**src/rtl/cdb_arbiter.sv**
```systemverilog
// Common Data Bus arbiter: one-entry holding buffer per execution unit, fixed priority
// div > mult > int/mem with an LRU bit between int and mem. Optional CDB_CONFLICT_CNT_EN adds conflict_cnt.
module cdb_arbiter #(
    parameter int XLEN  = 32,
    parameter int TAG_W = 6
`ifdef CDB_CONFLICT_CNT_EN
    ,
    parameter int CNT_W = 16
`endif
) (
    input  logic             clk,
    input  logic             rst,
    input  logic             flush,
    input  logic             int_valid,
    input  logic             mult_valid,
    input  logic             div_valid,
    input  logic             mem_valid,
    input  logic [TAG_W-1:0] int_tag,
    input  logic [TAG_W-1:0] mult_tag,
    input  logic [TAG_W-1:0] div_tag,
    input  logic [TAG_W-1:0] mem_tag,
    input  logic [XLEN-1:0]  int_data,
    input  logic [XLEN-1:0]  mult_data,
    input  logic [XLEN-1:0]  div_data,
    input  logic [XLEN-1:0]  mem_data,
    output logic             int_stall,
    output logic             mult_stall,
    output logic             div_stall,
    output logic             mem_stall,
    output logic             cdb_valid,
    output logic [TAG_W-1:0] cdb_tag,
    output logic [XLEN-1:0]  cdb_data,
    output logic [1:0]       cdb_src,
    output logic             cdb_overrun
`ifdef CDB_CONFLICT_CNT_EN
    ,
    output logic [CNT_W-1:0] conflict_cnt
`endif
);

    localparam logic [1:0] SRC_INT  = 2'd0;
    localparam logic [1:0] SRC_MULT = 2'd1;
    localparam logic [1:0] SRC_DIV  = 2'd2;
    localparam logic [1:0] SRC_MEM  = 2'd3;

    logic [3:0]       src_valid;
    logic [TAG_W-1:0] src_tag   [4];
    logic [XLEN-1:0]  src_data  [4];

    logic [3:0]       buf_v;
    logic [TAG_W-1:0] buf_tag   [4];
    logic [XLEN-1:0]  buf_data  [4];

    logic [3:0]       cand;
    logic [TAG_W-1:0] cand_tag  [4];
    logic [XLEN-1:0]  cand_data [4];
    logic [3:0]       win_hot;
    logic [3:0]       load;
    logic [1:0]       win_idx;
    logic             any_cand;
    logic             lru;

    // Index order matches the cdb_src encoding.
    assign src_valid   = {mem_valid, div_valid, mult_valid, int_valid};
    assign src_tag[0]  = int_tag;
    assign src_tag[1]  = mult_tag;
    assign src_tag[2]  = div_tag;
    assign src_tag[3]  = mem_tag;
    assign src_data[0] = int_data;
    assign src_data[1] = mult_data;
    assign src_data[2] = div_data;
    assign src_data[3] = mem_data;

    assign int_stall  = buf_v[SRC_INT];
    assign mult_stall = buf_v[SRC_MULT];
    assign div_stall  = buf_v[SRC_DIV];
    assign mem_stall  = buf_v[SRC_MEM];

    assign any_cand = |cand;

    generate
        for (genvar gi = 0; gi < 4; gi++) begin : g_src
            // A buffered entry always shadows the live input; a live input under a full buffer is dropped.
            assign cand[gi]      = buf_v[gi] | src_valid[gi];
            assign cand_tag[gi]  = buf_v[gi] ? buf_tag[gi]  : src_tag[gi];
            assign cand_data[gi] = buf_v[gi] ? buf_data[gi] : src_data[gi];
            assign win_hot[gi]   = any_cand && (win_idx == 2'(gi));
            assign load[gi]      = src_valid[gi] && !buf_v[gi] && !win_hot[gi];
        end
    endgenerate

    always_comb begin
        win_idx = SRC_INT;
        if (cand[SRC_DIV])
            win_idx = SRC_DIV;
        else if (cand[SRC_MULT])
            win_idx = SRC_MULT;
        else if (cand[SRC_INT] && cand[SRC_MEM])
            win_idx = lru ? SRC_INT : SRC_MEM;
        else if (cand[SRC_MEM])
            win_idx = SRC_MEM;
    end

    always_ff @(posedge clk or posedge rst) begin
        if (rst) begin
            buf_v <= '0;
            for (int i = 0; i < 4; i++) begin
                buf_tag[i]  <= '0;
                buf_data[i] <= '0;
            end
        end else if (flush) begin
            buf_v <= '0;
        end else begin
            for (int i = 0; i < 4; i++) begin
                if (load[i]) begin
                    buf_v[i]    <= 1'b1;
                    buf_tag[i]  <= src_tag[i];
                    buf_data[i] <= src_data[i];
                end else if (win_hot[i]) begin
                    buf_v[i] <= 1'b0;
                end
            end
        end
    end

    always_ff @(posedge clk or posedge rst) begin
        if (rst) begin
            cdb_valid   <= 1'b0;
            cdb_tag     <= '0;
            cdb_data    <= '0;
            cdb_src     <= SRC_INT;
            cdb_overrun <= 1'b0;
            lru         <= 1'b1;
        end else begin
            // Sticky regardless of flush: the unit broke the stall handshake either way.
            if (|(src_valid & buf_v))
                cdb_overrun <= 1'b1;
            if (flush) begin
                cdb_valid <= 1'b0;
                lru       <= 1'b1;
            end else begin
                cdb_valid <= any_cand;
                if (any_cand) begin
                    cdb_tag  <= cand_tag[win_idx];
                    cdb_data <= cand_data[win_idx];
                    cdb_src  <= win_idx;
                end
                if (win_hot[SRC_INT])
                    lru <= 1'b0;
                else if (win_hot[SRC_MEM])
                    lru <= 1'b1;
            end
        end
    end

`ifdef CDB_CONFLICT_CNT_EN
    logic multi_cand;

    // Clearing the lowest set bit leaves a nonzero value only when two or more bits were set.
    assign multi_cand = |(cand & (cand - 4'd1));

    always_ff @(posedge clk or posedge rst) begin
        if (rst)
            conflict_cnt <= '0;
        else if (!flush && multi_cand && (conflict_cnt != {CNT_W{1'b1}}))
            conflict_cnt <= conflict_cnt + 1'b1;
    end
`endif

endmodule

```
**config.mk**
```make
export PLATFORM = sky130hd
export DESIGN_NAME = cdb_arbiter
export DESIGN_NICKNAME = d
export VERILOG_FILES = /design/src/rtl/cdb_arbiter.sv
export SDC_FILE = /design/constraint.sdc
export NUM_CORES = 1
export LEC_CHECK = 0
export CORE_MARGIN = 1
export CORE_UTILIZATION = 56
export CTS_CLUSTER_DIAMETER = 80
export DETAILED_ROUTE_END_ITERATION = 16
export GPL_TIMING_DRIVEN = 0
export MAX_ROUTING_LAYER = met4
export PLACE_DENSITY_LB_ADDON = 0.12
export SLEW_MARGIN = 20
export SYNTH_ARGS = -nofsm -noshare
export SYNTH_HDL_FRONTEND = slang
export SYNTH_SLANG_ARGS = --single-unit
```
**constraint.sdc**
```tcl
create_clock -name clk -period 20.1 [get_ports clk]
set_clock_uncertainty 0.05 [all_clocks]
set_input_delay 5.025 -clock clk [delete_from_list [all_inputs] [get_ports clk]]
set_output_delay 5.025 -clock clk [all_outputs]
set_load 0.02 [all_outputs]
```
==> summary.md <==
| Metric | Value |
|---|---|
| Crit share post-route | `0.366` |
| Status | `finished, final reports clean` |
| Inserted Diodes | `0` |
| Vias in the first global route | `8142` |
| Starting Density | `0.575` |
| Die span in x | `136 um` |
| H-tree depth | `4` |
| CTS tree | `built` |
| Setup ws final | `12.75 ns` |
| Largest fanout on the critical path | `10` |
| Worst hold margin | `0.408 ns` |
| Worst Hold Path Cells | `1` |
| Worst slack, placed | `12.35 ns` |
| Core Area | `17400 um^2` |
| Die height | `136 um` |
| Num ports | `205` |
| Antenna-violating nets left | `0` |
| Share of layout cells above drive strength 1 | `0.143` |
| Routed len/inst | `21.3 um` |
| Post-synthesis cell count | `881` |
| Post-synthesis cell area | `9980 um^2` |
| Hold Buf Count CTS | `0` |
| Setup CP Type | `in -> reg` |
| Max frequency | `136 MHz` |
| Final number of hold-violating endpoints | `0` |
| Endpoints failing setup | `0` |
| Leakage | `5.28 nW` |
| Filler cell count | `1254` |
| Worst-Skew Late Latency | `0.44 ns` |
| Post-route DRC | `0` |
| Min cycle time layout | `7.35 ns` |
| Critical path's slowest cell | `clkdlybuf4s50_1` |
| Area grow syn2layout | `30.2%` |
| Post-CTS sizing | `0` |
| CP Launch Type | `primary input` |
| Total Routing Usage GR | `0.333` |
| Initial DRC count | `610` |
| Count of input and output buffers | `202` |
| Crit path capture type | `flip-flop` |
| First-pass GRT wire length | `44.1 mm` |
| Hold-critical path endpoint | `buf_data[37]` |
| Worst EP arrival | `7.63 ns` |
| Register-to-register setup slack | `17.46 ns` |
| Post-Syn Nets | `1040` |
| Async SR Flop Fraction | `1.00` |
| Leading cell type in the layout, fill and taps excluded | `clkdlybuf4s50_1` |
| Max Slew Vio Count | `0` |
| Worst reg2reg path depth | `6` |
| Min-Delay Startpoint | `buf_data[37]` |
| Overflow after GRT | `0` |
| Worst R2R End | `cdb_data[10]` |
| # rows | `48` |
| Worst VDD drop | `0.0000686 V` |
| DP HPWL | `21.1 mm` |
| CTS Buf Count | `17` |
| Setup total negative slack | `0 ns` |
| CTS root buffer | `clkbuf_16` |
| Slew headroom | `0.466` |
| Post-CTS setup buffer count | `0` |
| Post-Route WL | `28.6 mm` |
| Die ar. | `18400 um^2` |
| Sequential-to-total area share from yosys stat | `0.499` |
| CP delay by family, top | `buffers and inverters` |
| Via count | `8268` |
| RSZ-0062 raised after global routing | `false` |
| Syn avg cell area | `11.3 um^2` |
| Synth cell types | `44` |
| Seq cells post-synth | `199` |
| Final nets | `1263` |
| Reg-to-reg critical path startpoint | `buf_v[0]` |
| MaxCap Viol Count | `0` |
| Min-delay worst type | `reg -> reg` |
| Predominant post-synthesis flop cell | `dfrtp_1` |
| GPL Wtd Cong | `0.890` |
| Initial antenna violation count | `0` |
| Worst path required time | `20.38 ns` |
| Largest net degree at the start of global routing | `86` |
| CTS sink cnt | `199` |
| Final total power | `1.11 mW` |
| Synth warnings | `0` |
| Post-synth EDFFs | `0` |
| Worst path buffer plus inverter count | `3` |
| Critical path's largest stage delay | `0.51 ns` |
| Worst-margin pin slew | `0.801 ns` |
| Cell Pwr Density | `85.8 nW/um^2` |
| CTS clk-pin slew, worst paths | `0.07 ns` |
| Crit path cell chain | `clkdlybuf4s50_1 -> clkbuf_1 -> nor2_1 -> a31oi_1 -> clkbuf_1 -> a31oi_1 -> o32a_1` |
| Commonest non-fill, non-tap cells in the layout | `202 x clkdlybuf4s50_1, 198 x dfrtp_1, 99 x clkbuf_1, 81 x mux2_2, 47 x nor2_1` |
| Initial DRT Pass Iterations | `6` |
| Max clock buf depth | `2` |
| Via/cell ratio | `6.16` |
==> state kept, by name, indices dropped and copies added, names as in the netlist <==
| name | cells |
|---|---|
| buf_data | 128 |
| cdb_data | 32 |
| buf_tag | 24 |
| cdb_tag | 6 |
| buf_v | 4 |
| cdb_src | 2 |
| cdb_overrun | 1 |
| cdb_valid | 1 |
| lru | 1 |
==> cell usage after synthesis (all sizes together) (10+ instances only) <==
library cell,n,area share
nand3b,10,0.0075
a22o,35,0.031
mux2,121,0.14
buf,25,0.018
a22oi,21,0.016
a31oi,12,0.0075
a21oi,31,0.016
nand2,19,0.0071
nand2b,10,0.0063
dfrtp,198,0.50
nor2,47,0.018
a211oi,31,0.023
a221oi,38,0.033
nor2b,32,0.020
mux2i,34,0.034
o32a,31,0.031
clkbuf,97,0.036
inv,38,0.014
==> how the worst max path moves through the flow <==
stage / depth (start not counted) / startpoint / slack, ns / endpoint
after detailed placement: 7 / int_valid / 12.35 / cdb_data[25]
after global routing: 7 / int_valid / 12.63 / cdb_data[19]
after global placement: 2 / rst / 6.88 / buf_data[101]
after floorplan: 1 / rst / 9.60 / buf_data[0]
final: 7 / int_valid / 12.75 / cdb_data[25]
after CTS: 7 / int_valid / 12.77 / cdb_data[25]
==> cells by family after synthesis <==
group                  Yosys count  share of synthesized area
AOI/OAI and AO/OA              235                      0.185
buffers and inverters          160                     0.0687
and+or+nand+nor                131                     0.0686
other                            1                   0.000376
DFF                            199                      0.499
muxes                          155                      0.178
==> worst reg2reg max path, stage by stage, from the launching register on <==
cell      delay, ns
dfrtp_1        0.38
clkbuf_1       0.30
clkbuf_1       0.48
buf_1          0.56
a221oi_1       0.24
a211oi_1       0.37
o32a_1         0.21
==> power by group <==
part,switching [mW],internal [mW],total [mW]
registers,0.0329,0.459,0.492
clock network,0.155,0.225,0.380
logic,0.113,0.130,0.243
==> area by class of cell <==
type | instances | area, um^2 | share of cell area
Tap cell | 225 | 282 | 0.0217
Buffer | 122 | 543 | 0.0418
Timing Repair Buffer | 204 | 2080 | 0.160
Sequential cell | 199 | 4980 | 0.383
Multi-Input combinational cell | 522 | 4320 | 0.332
Inverter | 38 | 150 | 0.0116
Clock buffer | 20 | 447 | 0.0344
Clock inverter | 12 | 199 | 0.0153
==> metrics by stage <==
step,area (um^2),util,instances
finish,13000,0.749,1342
global route,13000,0.749,1342
CTS,13000,0.749,1342
detailed placement,12300,0.711,1310
global placement,12300,0.708,1308
floorplan,9980,-,881
==> metal layers <==
metal  GRT usage  up-vias  part of all wire
met5           -        -                 0
met4       0.127        0             0.034
met3      0.0456       69             0.068
met2       0.520      382              0.48
met1       0.444     4161              0.42
li1            -     3656                 -
(Power assumes the default switching activity.)
